===== config.mk =====
export PLATFORM = sky130hd
export DESIGN_NAME = sdes_req_arbiter_flat
export DESIGN_NICKNAME = d
export VERILOG_FILES = /design/src/rtl/sdes_req_arbiter_pkg.sv /design/src/rtl/sdes_req_arbiter_if.sv /design/src/rtl/sdes.sv /design/src/rtl/sdes_req_arbiter_rr_arbiter.sv /design/src/rtl/sdes_req_arbiter.sv /design/src/flat_wrapper.sv
export SDC_FILE = /design/constraint.sdc
export NUM_CORES = 1
export LEC_CHECK = 0
export ABC_AREA = 1
export CORE_MARGIN = 1
export CORE_UTILIZATION = 25
export CTS_CLUSTER_DIAMETER = 200
export DETAILED_ROUTE_END_ITERATION = 10
export HOLD_SLACK_MARGIN = 0.15
export PLACE_DENSITY = 0.48
export SLEW_MARGIN = 40
export SYNTH_ARGS = -nofsm -noshare
export SYNTH_HDL_FRONTEND = slang
export SYNTH_SLANG_ARGS = --single-unit

===== constraint.sdc =====
create_clock -name clk -period 2.25 [get_ports clk]
set_clock_uncertainty 0.15 [all_clocks]
set_input_delay 0.225 -clock clk [delete_from_list [all_inputs] [get_ports clk]]
set_output_delay 0.225 -clock clk [all_outputs]
set_load 0.005 [all_outputs]

===== src/rtl/sdes_req_arbiter_pkg.sv =====
// -----------------------------------------------------------------------------
// sdes_pkg
// Shared widths, the arbiter FSM state type and a saturating counter helper
// for the SDES request arbiter slice.
// -----------------------------------------------------------------------------
package sdes_pkg;

    localparam int NONCE_W = 8;
    localparam int KEY_W   = 10;
    localparam int RN_W    = 8;

    typedef enum logic [1:0] {
        IDLE = 2'd0,
        CALC = 2'd1,
        RESP = 2'd2
    } sdes_arb_state_t;

    // 16-bit increment that sticks at all-ones instead of wrapping.
    function automatic logic [15:0] sat_inc16(input logic [15:0] v);
        if (v == 16'hFFFF) begin
            return v;
        end else begin
            return v + 16'd1;
        end
    endfunction

endpackage


===== src/rtl/sdes_req_arbiter_if.sv =====
// -----------------------------------------------------------------------------
// sdes_req_arbiter_if
// Request/response bundle between the protocol engines and the arbiter.
//   req_valid  [NUM_REQ]      per-requester request valid
//   req_ready  [NUM_REQ]      per-requester accept (one-hot or zero)
//   req_nonce  [NUM_REQ*8]    packed nonces, lane i = [8i+7:8i]
//   req_key    [NUM_REQ*10]   packed keys,   lane i = [10i+9:10i]
//   rsp_valid / rsp_ready     response handshake
//   rsp_id     [ID_W]         owner of the response
//   rsp_rn     [8]            SDES result
// master = requester/consumer side, slave = arbiter side.
// -----------------------------------------------------------------------------
interface sdes_req_arbiter_if #(
    parameter int NUM_REQ = 4,
    parameter int ID_W    = $clog2(NUM_REQ)
);
    import sdes_pkg::*;

    logic [NUM_REQ-1:0]         req_valid;
    logic [NUM_REQ-1:0]         req_ready;
    logic [NUM_REQ*NONCE_W-1:0] req_nonce;
    logic [NUM_REQ*KEY_W-1:0]   req_key;
    logic                       rsp_valid;
    logic                       rsp_ready;
    logic [ID_W-1:0]            rsp_id;
    logic [RN_W-1:0]            rsp_rn;

    modport master (
        output req_valid, req_nonce, req_key, rsp_ready,
        input  req_ready, rsp_valid, rsp_id, rsp_rn
    );

    modport slave (
        input  req_valid, req_nonce, req_key, rsp_ready,
        output req_ready, rsp_valid, rsp_id, rsp_rn
    );

endinterface


===== src/rtl/sdes.sv =====
// -----------------------------------------------------------------------------
// sdes
// Combinational simplified-DES encryption core (8-bit block, 10-bit key).
//   nonce [8]   plaintext block
//   key   [10]  cipher key
//   rn    [8]   ciphertext, used as the random number
// Permutation tables are written with table bit 1 = vector MSB.
// -----------------------------------------------------------------------------
module sdes
    import sdes_pkg::*;
(
    input  logic [NONCE_W-1:0] nonce,
    input  logic [KEY_W-1:0]   key,
    output logic [RN_W-1:0]    rn
);

    // S-boxes flattened row-major; entry k sits at bits [2k+1:2k].
    localparam logic [31:0] S0_TBL = 32'hb7d8_1bb1;
    localparam logic [31:0] S1_TBL = 32'hc613_d2e4;

    function automatic logic [1:0] sbox(input logic [31:0] tbl, input logic [3:0] b);
        logic [3:0] idx;
        idx = {b[3], b[0], b[2], b[1]};    // row = outer bits, col = inner bits
        return tbl[{idx, 1'b0} +: 2];
    endfunction

    function automatic logic [7:0] p8(input logic [9:0] x);
        return {x[4], x[7], x[3], x[6], x[2], x[5], x[0], x[1]};
    endfunction

    function automatic logic [4:0] rotl5(input logic [4:0] x, input int n);
        logic [4:0] y;
        y = x;
        for (int i = 0; i < n; i++) begin
            y = {y[3:0], y[4]};
        end
        return y;
    endfunction

    // One Feistel round: left half mixed with F(right, subkey), right passes.
    function automatic logic [7:0] fk(input logic [7:0] x, input logic [7:0] sk);
        logic [7:0] t;
        logic [3:0] s;
        logic [3:0] r;
        r = x[3:0];
        t = {r[0], r[3], r[2], r[1], r[2], r[1], r[0], r[3]} ^ sk;
        s = {sbox(S0_TBL, t[7:4]), sbox(S1_TBL, t[3:0])};
        return {x[7:4] ^ {s[2], s[0], s[1], s[3]}, r};
    endfunction

    logic [9:0] p10_s;
    logic [4:0] l1_s;
    logic [4:0] r1_s;
    logic [7:0] k1_s;
    logic [7:0] k2_s;
    logic [7:0] ip_s;
    logic [7:0] rnd1_s;
    logic [7:0] rnd2_s;

    // Key schedule and two-round encryption.
    always_comb begin
        p10_s  = {key[7], key[5], key[8], key[3], key[6],
                  key[0], key[9], key[1], key[2], key[4]};
        l1_s   = rotl5(p10_s[9:5], 1);
        r1_s   = rotl5(p10_s[4:0], 1);
        k1_s   = p8({l1_s, r1_s});
        k2_s   = p8({rotl5(l1_s, 2), rotl5(r1_s, 2)});
        ip_s   = {nonce[6], nonce[2], nonce[5], nonce[7],
                  nonce[4], nonce[0], nonce[3], nonce[1]};
        rnd1_s = fk(ip_s, k1_s);
        rnd2_s = fk({rnd1_s[3:0], rnd1_s[7:4]}, k2_s);
        rn     = {rnd2_s[4], rnd2_s[7], rnd2_s[5], rnd2_s[3],
                  rnd2_s[1], rnd2_s[6], rnd2_s[0], rnd2_s[2]};
    end

endmodule


===== src/rtl/sdes_req_arbiter_rr_arbiter.sv =====
// -----------------------------------------------------------------------------
// rr_arbiter
// Combinational round-robin pick: first asserted req at or after ptr,
// wrapping modulo N.
//   req        [N]         request vector
//   ptr        [IDX_W]     highest-priority index
//   gnt_onehot [N]         one-hot grant, zero when no request
//   gnt_idx    [IDX_W]     index of the grant (0 when no request)
// -----------------------------------------------------------------------------
module rr_arbiter #(
    parameter int N     = 4,
    parameter int IDX_W = $clog2(N)
) (
    input  logic [N-1:0]     req,
    input  logic [IDX_W-1:0] ptr,
    output logic [N-1:0]     gnt_onehot,
    output logic [IDX_W-1:0] gnt_idx
);

    logic             found_s;
    logic [IDX_W-1:0] cand_s;

    // Scan N positions starting at ptr; the first hit wins.
    always_comb begin
        gnt_onehot = '0;
        gnt_idx    = '0;
        found_s    = 1'b0;
        cand_s     = '0;
        for (int off = 0; off < N; off++) begin
            cand_s = IDX_W'((int'(ptr) + off) % N);
            if (!found_s && req[cand_s]) begin
                found_s            = 1'b1;
                gnt_onehot[cand_s] = 1'b1;
                gnt_idx            = cand_s;
            end else begin
                found_s = found_s;
            end
        end
    end

endmodule


===== src/rtl/sdes_req_arbiter.sv =====
// -----------------------------------------------------------------------------
// sdes_req_arbiter
// Shares one combinational SDES core among NUM_REQ requesters. Round-robin
// accept in IDLE, compute in CALC, hold the tagged result in RESP until
// consumed.
//   clk        clock, rising edge
//   rst_n      synchronous active-low reset
//   bus        sdes_req_arbiter_if.slave (request lanes + response channel)
//   grant_cnt  [NUM_REQ*16] saturating per-requester accept counters,
//              present only when SDES_GRANT_CNT_EN is defined
// -----------------------------------------------------------------------------
module sdes_req_arbiter
    import sdes_pkg::*;
#(
    parameter int NUM_REQ = 4,
    parameter int ID_W    = $clog2(NUM_REQ)
) (
    input  logic                  clk,
    input  logic                  rst_n,
    sdes_req_arbiter_if.slave     bus
`ifdef SDES_GRANT_CNT_EN
    ,
    output logic [NUM_REQ*16-1:0] grant_cnt
`endif
);

    sdes_arb_state_t    state_r;
    logic [ID_W-1:0]    rr_ptr_r;
    logic [ID_W-1:0]    id_r;
    logic [NONCE_W-1:0] nonce_r;
    logic [KEY_W-1:0]   key_r;
    logic               rsp_valid_r;
    logic [RN_W-1:0]    rsp_rn_r;

    logic [NUM_REQ-1:0] gnt_onehot_s;
    logic [ID_W-1:0]    gnt_idx_s;
    logic [NONCE_W-1:0] sel_nonce_s;
    logic [KEY_W-1:0]   sel_key_s;
    logic [RN_W-1:0]    rn_s;

    rr_arbiter #(
        .N     (NUM_REQ),
        .IDX_W (ID_W)
    ) u_rr (
        .req        (bus.req_valid),
        .ptr        (rr_ptr_r),
        .gnt_onehot (gnt_onehot_s),
        .gnt_idx    (gnt_idx_s)
    );

    // Only the latched operands feed the core, so lane changes after accept
    // cannot disturb the result in flight.
    sdes u_sdes (
        .nonce (nonce_r),
        .key   (key_r),
        .rn    (rn_s)
    );

    // AND-OR mux of the winning requester's nonce/key lanes.
    always_comb begin
        sel_nonce_s = '0;
        sel_key_s   = '0;
        for (int i = 0; i < NUM_REQ; i++) begin
            if (gnt_onehot_s[i]) begin
                sel_nonce_s = sel_nonce_s | bus.req_nonce[i*NONCE_W +: NONCE_W];
                sel_key_s   = sel_key_s   | bus.req_key[i*KEY_W +: KEY_W];
            end else begin
                sel_nonce_s = sel_nonce_s;
                sel_key_s   = sel_key_s;
            end
        end
    end

    // The accept handshake completes in the same cycle, so ready is the
    // arbiter grant gated by IDLE.
    assign bus.req_ready = (state_r == IDLE) ? gnt_onehot_s : '0;
    assign bus.rsp_valid = rsp_valid_r;
    assign bus.rsp_id    = id_r;
    assign bus.rsp_rn    = rsp_rn_r;

    // Arbiter FSM with operand latches, response registers and counters.
    always_ff @(posedge clk) begin
        if (!rst_n) begin
            state_r     <= IDLE;
            rr_ptr_r    <= '0;
            id_r        <= '0;
            nonce_r     <= '0;
            key_r       <= '0;
            rsp_valid_r <= 1'b0;
            rsp_rn_r    <= '0;
`ifdef SDES_GRANT_CNT_EN
            grant_cnt   <= '0;
`endif
        end else begin
            case (state_r)
                IDLE: begin
                    if (|bus.req_valid) begin
                        nonce_r <= sel_nonce_s;
                        key_r   <= sel_key_s;
                        id_r    <= gnt_idx_s;
                        state_r <= CALC;
`ifdef SDES_GRANT_CNT_EN
                        for (int i = 0; i < NUM_REQ; i++) begin
                            if (gnt_onehot_s[i]) begin
                                grant_cnt[i*16 +: 16] <= sat_inc16(grant_cnt[i*16 +: 16]);
                            end else begin
                                grant_cnt[i*16 +: 16] <= grant_cnt[i*16 +: 16];
                            end
                        end
`endif
                    end else begin
                        state_r <= IDLE;
                    end
                end
                CALC: begin
                    rsp_rn_r    <= rn_s;
                    rsp_valid_r <= 1'b1;
                    state_r     <= RESP;
                end
                RESP: begin
                    if (bus.rsp_ready) begin
                        rsp_valid_r <= 1'b0;
                        // Next search starts just after the requester served.
                        if (id_r == ID_W'(NUM_REQ - 1)) begin
                            rr_ptr_r <= '0;
                        end else begin
                            rr_ptr_r <= id_r + ID_W'(1);
                        end
                        state_r <= IDLE;
                    end else begin
                        state_r <= RESP;
                    end
                end
                default: begin
                    rsp_valid_r <= 1'b0;
                    state_r     <= IDLE;
                end
            endcase
        end
    end

endmodule


===== src/flat_wrapper.sv =====
// flat-port wrapper written by rule: the top's interface ports become plain ports
module sdes_req_arbiter_flat import sdes_pkg::*;
#(
    parameter int NUM_REQ = 4,
    parameter int ID_W    = $clog2(NUM_REQ)
)
  (clk, rst_n, bus_req_valid, bus_req_nonce, bus_req_key, bus_rsp_ready, bus_req_ready, bus_rsp_valid, bus_rsp_id, bus_rsp_rn);
  sdes_req_arbiter_if #(.NUM_REQ(NUM_REQ), .ID_W(ID_W)) bus_i ();
  input  logic clk;
  input  logic rst_n;
  input wire logic [$bits(bus_i.req_valid)-1:0] bus_req_valid;
  input wire logic [$bits(bus_i.req_nonce)-1:0] bus_req_nonce;
  input wire logic [$bits(bus_i.req_key)-1:0] bus_req_key;
  input wire logic [$bits(bus_i.rsp_ready)-1:0] bus_rsp_ready;
  output wire logic [$bits(bus_i.req_ready)-1:0] bus_req_ready;
  output wire logic [$bits(bus_i.rsp_valid)-1:0] bus_rsp_valid;
  output wire logic [$bits(bus_i.rsp_id)-1:0] bus_rsp_id;
  output wire logic [$bits(bus_i.rsp_rn)-1:0] bus_rsp_rn;
  assign bus_i.req_valid = bus_req_valid;
  assign bus_i.req_nonce = bus_req_nonce;
  assign bus_i.req_key = bus_req_key;
  assign bus_i.rsp_ready = bus_rsp_ready;
  assign bus_req_ready = bus_i.req_ready;
  assign bus_rsp_valid = bus_i.rsp_valid;
  assign bus_rsp_id = bus_i.rsp_id;
  assign bus_rsp_rn = bus_i.rsp_rn;
  sdes_req_arbiter #(.NUM_REQ(NUM_REQ), .ID_W(ID_W)) u_core (.clk(clk), .rst_n(rst_n), .bus(bus_i));
endmodule

==> impl_metrics.csv, run 1 <==
group,metric,value,unit
clock_tree,htreeDepth,2,
clock_tree,clk_latency,0.29,ns
place,place_congestion,0.840,
floorplan,chipWidth,107,um
logic_synthesis,yosysTopAreaCell,"nand2_1",
flow_run,drv_cap,0,
power_and_ir_drop,p_switching,1420,uW
place,postPlaceCellArea,0.00417,mm^2
logic_synthesis,synth_most_common_cell,"nand2_1",
detailed_routing,vias_per_cell,4.59,
clock_tree,clk_pin_slew,0.08,ns
floorplan,start_util,25.6,%
grt,grt_pass1_wl,15300,um
timing,fin_hold_ws,0.352,ns
timing,fmax,425,MHz
layout,nets,718,
logic_synthesis,ys_types,28,
clock_tree,ctsHoldBuffers,0,
logic_synthesis,synth_area_leaders,"nand2_1 (27%), dfxtp_1 (24%), nand3_1 (9.0%), nor2_1 (7.2%), inv_1 (5.8%)",
power_and_ir_drop,power.share.clock,17.5,%
detailed_routing,postRouteAntennaNets,0,
worst_setup_path,cp.required,1.88,ns
timing,worst_pin_slew,0.368,ns
worst_setup_path,worst-setup-path-type,"register to output port",
detailed_routing,drc_errors,0,
timing,hold_viol,0,
logic_synthesis,synth_top_area_share,27.2,%
worst_setup_path,r2r_slack,0.03,ns
grt,grt_pass1_vias,3251,
logic_synthesis,synth_edf_count,0,
outcome,status,"finished, violations left",
clock_tree,cts_max_path_buffers,2,
grt,grt.total_usage,16.7,%
worst_setup_path,worstSetupStartpointType,"register",
detailed_routing,drt_first_iter_violations,113,
power_and_ir_drop,p_int,2000,uW
detailed_routing,drtPass1Iterations,4,
clock_tree,cts-root-buf,"clkbuf_8",
clock_tree,cts_made_buffers,5,
detailed_routing,drt-total-wl,9680,um
logic_synthesis,synth.avg_cell_area,5.69,um^2
logic_synthesis,ys_async_sr_fraction,0,%
power_and_ir_drop,p_leak,0.00219,uW
layout,regArea,677,um^2
timing,finalWorstPathRequiredPeriod,2.35,ns
power_and_ir_drop,powerDensity,716,mW/mm^2
detailed_routing,post_drt_wl_per_cell,12.6,um
place,dp_hpwl,7500,um
outcome,violations,"setup timing",
timing,drv_slew,0,
logic_synthesis,netlist_area,0.00278,mm^2
grt,grt_max_degree,21,
worst_setup_path,cp_max_fo,6,
clock_tree,cts.sinks,33,
floorplan,dieHeight,107,um
worst_setup_path,critPathCaptureType,"output port",
worst_setup_path,arrival,1.98,ns
logic_synthesis,yosysSeqAreaShare,23.8,%
logic_synthesis,synth_flop_cell,"dfxtp_1",
logic_synthesis,synthCells,488,
timing,fin_ws,-0.103,ns
logic_synthesis,ys_ff_latch,33,
power_and_ir_drop,ir_drop,0.277,mV
logic_synthesis,synth_common_cells,"nand2_1 (201), nor2_1 (53), nand3_1 (50), inv_1 (43), dfxtp_1 (33)",
layout,layout-drive-gt1-share,26.5,%
layout,fillers,1158,
detailed_routing,vias,3538,
power_and_ir_drop,total_power,3420,uW
floorplan,dieArea,0.0115,mm^2
layout,multi_input_area,0.00222,mm^2
timing,min_period_over_period,105,%
timing,setup_violations,4,
power_and_ir_drop,combPwrFrac,60.0,%
power_and_ir_drop,p_sw_share,41.6,%
layout,final_cell_area,0.00477,mm^2
logic_synthesis,syn_nets,577,
timing,rsz0062_at_grt,"yes",
grt,grt_overflow,0,
place,io_buffers,93,
grt,antenna_found_initial,0,
clock_tree,cts_tree,"done",
layout,syn_to_final_growth,71.8,%
layout,diodes,0,
logic_synthesis,yosysWarnings,0,
min_path,hp-class,"register to register",
power_and_ir_drop,seqPwrFrac,22.5,%
floorplan,rows,38,
floorplan,io_pins,94,
floorplan,core,0.0108,mm^2
timing,slew_headroom,75.4,%
==> what timing repair did <==
action	CTS	global route
resized for setup	48	93
setup endpoints to repair	17	27
pin swaps	17	23
buffers inserted	7	1
==> worst max-delay path: stages, from the launching register on <==
cell     delay [ns]
dfxtp_2        0.36
inv_2          0.06
ha_4           0.27
o21ai_4        0.21
nand3_4        0.13
nor2_4         0.15
buf_6          0.15
nand2_4        0.05
nand3_4        0.10
nand2_2        0.07
inv_2          0.05
buf_6          0.08
==> sequential cells by signal (all words and copies together) (netlist names) <==
| name | count |
|---|---|
| u_core.bus.rsp_valid | 1 |
| u_core.key_r | 10 |
| u_core.rr_ptr_r | 2 |
| u_core.bus.rsp_rn | 8 |
| u_core.bus.rsp_id | 2 |
| u_core.nonce_r | 8 |
| u_core.state_r | 2 |
==> routing by layer <==
metal,vias up,share of wire (%),track usage [%]
li1,1864,-,-
met1,1588,44,20.8
met2,74,51,29.6
met3,12,3.5,2.78
met4,0,1.4,4.31
met5,-,0,0
==> final timing paths <==
kind                                                        start                                 to  cells after the start
worst min register to register  u_core.bus.rsp_rn[4]$_SDFFE_PN0P_  u_core.bus.rsp_rn[4]$_SDFFE_PN0P_                      2
worst max register to register       u_core.key_r[0]$_SDFFE_PN0P_  u_core.bus.rsp_rn[5]$_SDFFE_PN0P_                     17
worst min-delay path            u_core.bus.rsp_rn[4]$_SDFFE_PN0P_  u_core.bus.rsp_rn[4]$_SDFFE_PN0P_                      2
worst max-delay path              u_core.rr_ptr_r[0]$_SDFFE_PN0P_                   bus_req_ready[3]                     11
==> stage by stage <==
step                worst slack [ns]  std cells  utilization (%)  setup TNS [ns]
floorplan                    -0.0283        488                -         -0.0283
global placement              -0.318        754             38.4           -4.69
detailed placement            -0.362        754             38.4           -5.78
CTS                          -0.0385        769             40.8          -0.135
global route                  -0.150        770             44.0           -1.03
finish                        -0.103        770             44.0          -0.302
==> cells in the final DEF, fill, tap and decap left out, drive strengths merged <==
cell type	Yosys	routed
nor3	3	3
o211ai	3	3
o21ai	33	33
mux2i	1	1
a21boi	1	1
nand3b	5	5
clkbuf	7	6
inv	45	45
clkdlybuf4s50	0	89
nand3	54	54
ha	10	10
nor2	55	55
a22oi	3	3
a41oi	1	1
buf	5	57
nand4	19	19
clkinvlp	0	1
dfxtp	33	33
o41ai	1	1
or2	1	1
nand2	203	203
a21oi	5	5
bufinv	0	1
==> cell families after synthesis <==
logic type	after synthesis	share of synthesized area, %
and+or+nand+nor	340	52.6
buffers and inverters	57	9.10
AOI/OAI and AO/OA	47	9.64
DFF	33	23.8
adders and majority gates	10	4.50
muxes	1	0.360
==> power by group through the flow <==
stage / Clock (uW) / Combinational, uW / Sequential [uW]
floorplan: 0 / 1060 / 754
global placement: 0 / 1720 / 768
finish: 599 / 2050 / 768
global route: 634 / 2310 / 782
CTS: 617 / 1790 / 759
detailed placement: 0 / 1740 / 769
==> final cells by class <==
type | count | share of cell area, %
clock buffer | 6 | 1.73
inverter | 45 | 3.54
timing repair buffer | 146 | 29.7
sequential | 33 | 14.2
clock inverter | 2 | 0.787
tap | 140 | 3.67
multi-input combinational | 398 | 46.4
Power figures use the tool's default switching activity.
==> inputs of run 2 (changes only) <==
--- a/config.mk
+++ b/config.mk
@@ -12,6 +12,7 @@
 export DETAILED_ROUTE_END_ITERATION = 10
 export HOLD_SLACK_MARGIN = 0.15
 export PLACE_DENSITY = 0.48
+export SKIP_CTS_REPAIR_TIMING = 1
 export SLEW_MARGIN = 40
 export SYNTH_ARGS = -nofsm -noshare
 export SYNTH_HDL_FRONTEND = slang
==> run 2 against run 1 <==
The flow still finishes with violations (setup timing). Sequential power is essentially flat. First-iteration DRC count grew 8.0%. Sequential share of layout area shrank 0.39 points. Die area is the same. Final area grew 3.0%. Critical path type unchanged.
==> impl_metrics.csv, run 2 (synthesis gave the netlist of run 1 again) <==
group,metric,value,unit
min_path,min_path_cells,2,
worst_setup_path,r2r_slack,-0.02,ns
grt,antenna_found_initial,0,
detailed_routing,post_drt_wl_per_cell,13.0,um
worst_setup_path,cp.required,1.88,ns
timing,slew_headroom,74.2,%
detailed_routing,vias_per_cell,4.64,
power_and_ir_drop,powerDensity,721,mW/mm^2
grt,grt_pass1_vias,3193,
clock_tree,cts-root-buf,"clkbuf_8",
clock_tree,cts_made_buffers,5,
layout,multi_input_area,0.00228,mm^2
timing,finalWorstPathRequiredPeriod,2.33,ns
layout,layout_commonest_cell,"nand2_1",
flow_run,drv_cap,0,
worst_setup_path,critPathMaxStageDelay,0.34,ns
place,dp_hpwl,7500,um
detailed_routing,postRouteAntennaNets,0,
timing,rsz0062_at_grt,"yes",
layout,diodes,0,
clock_tree,clk_latency,0.29,ns
floorplan,chipWidth,107,um
layout,regArea,678,um^2
grt,grt_pass1_wl,14900,um
timing,min_period_over_period,104,%
layout,final_cell_area,0.00492,mm^2
power_and_ir_drop,ir_drop,0.278,mV
timing,hold_viol,0,
worst_setup_path,worst-setup-path-type,"register to output port",
outcome,status,"finished, violations left",
detailed_routing,drt_first_iter_violations,122,
outcome,violations,"setup timing",
clock_tree,htreeDepth,2,
layout,registers.top_by_ff_count,"u_core.key_r",
floorplan,start_util,25.6,%
min_path,whs_endpoint,"u_core.bus.rsp_rn[4]$_SDFFE_PN0P_",
worst_setup_path,cp_max_fo,6,
clock_tree,cts.sinks,33,
min_path,hp-class,"register to register",
power_and_ir_drop,p_leak,0.00225,uW
detailed_routing,drc_errors,0,
layout,fillers,1151,
layout,final_util,45.3,%
worst_setup_path,crit_path_cell_trace,"inv_1, ha_4, nand2_4, o21ai_4, nand3_4, nor2_4, buf_6, nand2_2, nand3_4, nand2_2, inv_2, buf_6",
clock_tree,clk_pin_slew,0.08,ns
timing,fmax,429,MHz
floorplan,io_pins,94,
detailed_routing,vias,3597,
layout,syn_to_final_growth,77.0,%
floorplan,rows,38,
worst_setup_path,rr_worst_depth,14,
layout,largest_reg_flops,10,
floorplan,core,0.0108,mm^2
layout,nets,724,
grt,grt.total_usage,16.2,%
grt,grt_overflow,0,
place,place_congestion,0.840,
detailed_routing,drtPass1Iterations,5,
timing,fin_ws,-0.0808,ns
worst_setup_path,reg2reg_from,"u_core.rr_ptr_r[1]$_SDFFE_PN0P_",
place,postPlaceCellArea,0.00417,mm^2
worst_setup_path,critPathCaptureType,"output port",
timing,setup_violations,7,
timing,worst_pin_slew,0.385,ns
place,io_buffers,93,
min_path,min_from,"u_core.bus.rsp_rn[4]$_SDFFE_PN0P_",
clock_tree,cts_max_path_buffers,2,
detailed_routing,drt-total-wl,10100,um
worst_setup_path,arrival,1.96,ns
layout,layout-drive-gt1-share,29.7,%
worst_setup_path,worstReg2RegEnd,"u_core.key_r[2]$_SDFFE_PN0P_",
worst_setup_path,worstSetupStartpointType,"register",
floorplan,dieArea,0.0115,mm^2
timing,drv_slew,0,
grt,grt_max_degree,21,
floorplan,dieHeight,107,um
clock_tree,cts_tree,"done",
layout,mostFrequentLayoutCells,"nand2_1 (146), clkdlybuf4s50_1 (89), nor2_1 (51)",
worst_setup_path,slowest_stage,"dfxtp_2",
-- run 2: cell count changes in the layout (fill, tap and decap cells not counted), moves of 4 or more --
cell     delta
nand2_2     +9
nand2_4     +4
nand2_1    -13
buf_6       +4
-- run 2: worst max path at each step --
stage                                         start                           endpoint  depth (start not counted)  slack [ns]
global route        u_core.rr_ptr_r[1]$_SDFFE_PN0P_                   bus_req_ready[1]                         12       -0.19
detailed placement                 bus_req_valid[0]                   bus_req_ready[0]                         10       -0.36
CTS                 u_core.rr_ptr_r[1]$_SDFFE_PN0P_                   bus_req_ready[0]                         11       -0.53
global placement                   bus_req_valid[1]                   bus_req_ready[0]                         11       -0.32
finish              u_core.rr_ptr_r[1]$_SDFFE_PN0P_                   bus_req_ready[1]                         12       -0.08
floorplan              u_core.key_r[7]$_SDFFE_PN0P_  u_core.bus.rsp_rn[5]$_SDFFE_PN0P_                         17       -0.03
-- run 2: stage by stage --
stage	setup slack [ns]	power, uW	cells	setup TNS [ns]	hold slack (ns)
6_report	-0.0808	3540	776	-0.324	0.353
5_1_grt	-0.187	3840	776	-2.52	0.378
4_1_cts	-0.533	3120	762	-2.50	0.355
3_5_place_dp	-0.362	2500	754	-5.78	0.336
3_3_place_gp	-0.318	2490	754	-4.69	0.332
2_1_floorplan	-0.0283	1820	488	-0.0283	0.206
-- run 2: report_power, final --
group | switching, uW | leakage, uW | total [uW] | internal [uW]
combinational | 1160 | 0.00192 | 2170 | 1010
clock | 241 | 0.0000574 | 601 | 360
sequential | 89.8 | 0.000277 | 771 | 681
total | 1490 | 0.00225 | 3540 | 2050
-- run 2: metal layers --
layer / part of all wire (%) / up-vias / GRT usage, %
li1: - / 1883 / -
met1: 44 / 1621 / 20.3
met2: 51 / 78 / 28.7
met3: 3.7 / 15 / 2.85
met4: 1.6 / 0 / 3.91
met5: 0 / - / 0
-- run 2: final cells by class --
| class | instances | area share, % |
|---|---|---|
| repair buffers | 152 | 30.4 |
| multi-input cells | 398 | 46.3 |
| clock buffers | 6 | 1.68 |
| flip-flops and latches | 33 | 13.8 |
| clock inverters | 2 | 0.764 |
| well taps | 140 | 3.56 |
| inverters | 45 | 3.44 |
-- run 2: critical path: cells and delay by family (launching register included) --
family                     cells  cell delay, ns
AOI/OAI and AO/OA              1            0.08
and+or+nand+nor                6            0.59
DFF                            1            0.34
adders and majority gates      1            0.32
buffers and inverters          4            0.33
==> inputs of run 3 (changes only) <==
--- a/config.mk
+++ b/config.mk
@@ -11,8 +11,8 @@
 export CTS_CLUSTER_DIAMETER = 200
 export DETAILED_ROUTE_END_ITERATION = 10
 export HOLD_SLACK_MARGIN = 0.15
-export PLACE_DENSITY = 0.48
 export SKIP_CTS_REPAIR_TIMING = 1
+export SKIP_LAST_GASP = 1
 export SLEW_MARGIN = 40
 export SYNTH_ARGS = -nofsm -noshare
 export SYNTH_HDL_FRONTEND = slang
==> run 3 against run 2 <==
Critical path type unchanged. Global-route usage fell by 0.37 points. Via count fell by 0.61%. Non-clock buffer count down 7. Cell count decreased by 1.0%. Register-to-register slack better by 0.04 ns. Final area is 5.7% lower. Critical path depth stayed put. The flow still finishes with violations (setup timing). Wire length down 4.3%. First-iteration DRC count rose by 25%. Worst setup slack got worse by 0.0072 ns.
==> impl_metrics.csv, run 3 (synthesis gave the netlist of run 1 again) <==
group,metric,value,unit
outcome,status,"finished, violations left",
outcome,violations,"setup timing",
worst_setup_path,crit_family,"simple AND/OR/NAND/NOR gates",
floorplan,dieArea,0.0115,mm^2
power_and_ir_drop,p_leak,0.00212,uW
timing,rsz0062_at_grt,"yes",
timing,min_period_over_period,104,%
floorplan,dieHeight,107,um
layout,final_cell_area,0.00464,mm^2
layout,diodes,0,
worst_setup_path,r2r_slack,0.02,ns
clock_tree,clk_latency,0.28,ns
worst_setup_path,rr_worst_depth,17,
worst_setup_path,critPathCaptureType,"output port",
power_and_ir_drop,p_switching,1370,uW
power_and_ir_drop,power.share.clock,14.6,%
power_and_ir_drop,p_int,1810,uW
place,io_buffers,93,
clock_tree,cts.sinks,33,
worst_setup_path,cp_max_fo,5,
grt,grt_overflow,0,
grt,antenna_found_initial,0,
worst_setup_path,crit_path_cell_trace,"inv_2, buf_6, nand2_4, o21ai_4, o21ai_4, nand3_4, nor2_4, nand2_2, nand3_4, nand2_2, inv_2, buf_6",
grt,grt_pass1_vias,3282,
detailed_routing,drt-total-wl,9630,um
power_and_ir_drop,ir_drop,0.281,mV
worst_setup_path,cp_num_buf_inv,4,
place,dp_hpwl,7440,um
worst_setup_path,slowest_stage,"dfxtp_2",
detailed_routing,drt_first_iter_violations,153,
worst_setup_path,critPathMaxStageDelay,0.34,ns
timing,fin_ws,-0.0881,ns
layout,nets,717,
layout,layout_commonest_cell,"nand2_1",
layout,final_util,42.8,%
floorplan,core,0.0108,mm^2
power_and_ir_drop,p_sw_share,43.2,%
worst_setup_path,worstReg2RegEnd,"u_core.bus.rsp_rn[5]$_SDFFE_PN0P_",
worst_setup_path,reg2reg_from,"u_core.nonce_r[1]$_SDFFE_PN0P_",
clock_tree,cts_tree,"done",
floorplan,start_util,25.6,%
layout,layout-drive-gt1-share,23.7,%
layout,registers.top_by_ff_count,"u_core.key_r",
detailed_routing,vias_per_cell,4.65,
timing,finalWorstPathRequiredPeriod,2.34,ns
min_path,hp-class,"register to register",
layout,largest_reg_flops,10,
clock_tree,clk_pin_slew,0.07,ns
detailed_routing,postRouteAntennaNets,0,
worst_setup_path,cp.required,1.88,ns
place,pre_cts_slack,-0.407,ns
layout,mostFrequentLayoutCells,"nand2_1 (171), clkdlybuf4s50_1 (89), nor2_1 (50)",
place,place_congestion,0.879,
place,postPlaceCellArea,0.00416,mm^2
power_and_ir_drop,combPwrFrac,61.1,%
detailed_routing,drc_errors,0,
clock_tree,cts_max_path_buffers,2,
detailed_routing,post_drt_wl_per_cell,12.5,um
clock_tree,cts-root-buf,"clkbuf_8",
min_path,min_path_cells,2,
min_path,whs_endpoint,"u_core.bus.rsp_rn[4]$_SDFFE_PN0P_",
power_and_ir_drop,seqPwrFrac,24.3,%
clock_tree,htreeDepth,2,
grt,grt.total_usage,15.9,%
power_and_ir_drop,total_power,3180,uW
timing,drv_slew,0,
min_path,min_from,"u_core.bus.rsp_rn[4]$_SDFFE_PN0P_",
grt,grt_max_degree,21,
clock_tree,cts_made_buffers,5,
detailed_routing,drtPass1Iterations,4,
detailed_routing,vias,3575,
floorplan,rows,38,
layout,syn_to_final_growth,66.9,%
timing,setup_violations,4,
timing,fmax,428,MHz
timing,hold_viol,0,
floorplan,io_pins,94,
grt,grt_pass1_wl,14600,um
flow_run,drv_cap,0,
worst_setup_path,arrival,1.96,ns
floorplan,chipWidth,107,um
timing,slew_headroom,76.9,%
timing,worst_pin_slew,0.345,ns
power_and_ir_drop,powerDensity,686,mW/mm^2
worst_setup_path,worst-setup-path-type,"register to output port",
worst_setup_path,worstSetupStartpointType,"register",
[run 3: cell types whose count changed in the layout (fill, tap and decap cells not counted), sizes merged]
| cell | before | now |
|---|---|---|
| bufinv | 1 | 0 |
| clkinvlp | 1 | 0 |
| clkbuf | 9 | 11 |
| buf | 60 | 52 |
[run 3: power by group through the flow]
stage	Sequential, uW	Combinational (uW)	Clock (uW)
detailed placement	772	1710	0
floorplan	754	1060	0
CTS	760	1720	478
global placement	769	1670	0
finish	773	1940	465
global route	784	2180	506
[run 3: layout make-up]
cell class	count	area [um^2]
inverter	45	169
sequential	33	677
tap	140	175
fill	1128	6200
timing repair buffer	145	1390
multi-input combinational	398	2140
clock buffer	7	86.3
[run 3: metrics by stage]
stage | std cells | hold slack [ns] | TNS (ns)
2_1_floorplan | 488 | 0.206 | -0.0283
3_3_place_gp | 755 | 0.329 | -3.77
3_5_place_dp | 755 | 0.337 | -5.86
4_1_cts | 762 | 0.356 | -2.28
5_1_grt | 768 | 0.368 | -2.17
6_report | 768 | 0.351 | -0.319
[run 3: worst register-to-register path: stages, from the launching register on]
cell      delay [ns]
dfxtp_2         0.36
inv_2           0.05
nand2_2         0.06
nand2_2         0.07
ha_4            0.24
or2_1           0.22
nand3_2         0.09
nand2_2         0.06
nand2_1         0.06
nand2_1         0.07
ha_2            0.16
nand3b_1        0.14
nand2_1         0.06
nand2_1         0.06
nand3_1         0.06
nand2_1         0.05
o21ai_1         0.12
inv_1           0.04
[run 3: worst max path at each step]
stage / startpoint / to / slack, ns / depth (start not counted)
floorplan: u_core.key_r[7]$_SDFFE_PN0P_ / u_core.bus.rsp_rn[5]$_SDFFE_PN0P_ / -0.03 / 17
global placement: bus_req_valid[2] / bus_req_ready[0] / -0.36 / 12
detailed placement: bus_req_valid[2] / bus_req_ready[0] / -0.41 / 12
CTS: u_core.rr_ptr_r[1]$_SDFFE_PN0P_ / bus_req_ready[0] / -0.54 / 10
global route: u_core.rr_ptr_r[0]$_SDFFE_PN0P_ / bus_req_ready[0] / -0.17 / 12
finish: u_core.rr_ptr_r[0]$_SDFFE_PN0P_ / bus_req_ready[3] / -0.09 / 12
[run 3: layer usage]
metal  part of all wire, %  GRT usage (%)  vias to the layer above
met5                     0              0                        -
met4                   2.1           4.31                        0
met3                   4.6           2.42                       18
met2                    50           28.8                       86
met1                    43           19.2                     1613
li1                      -              -                     1858
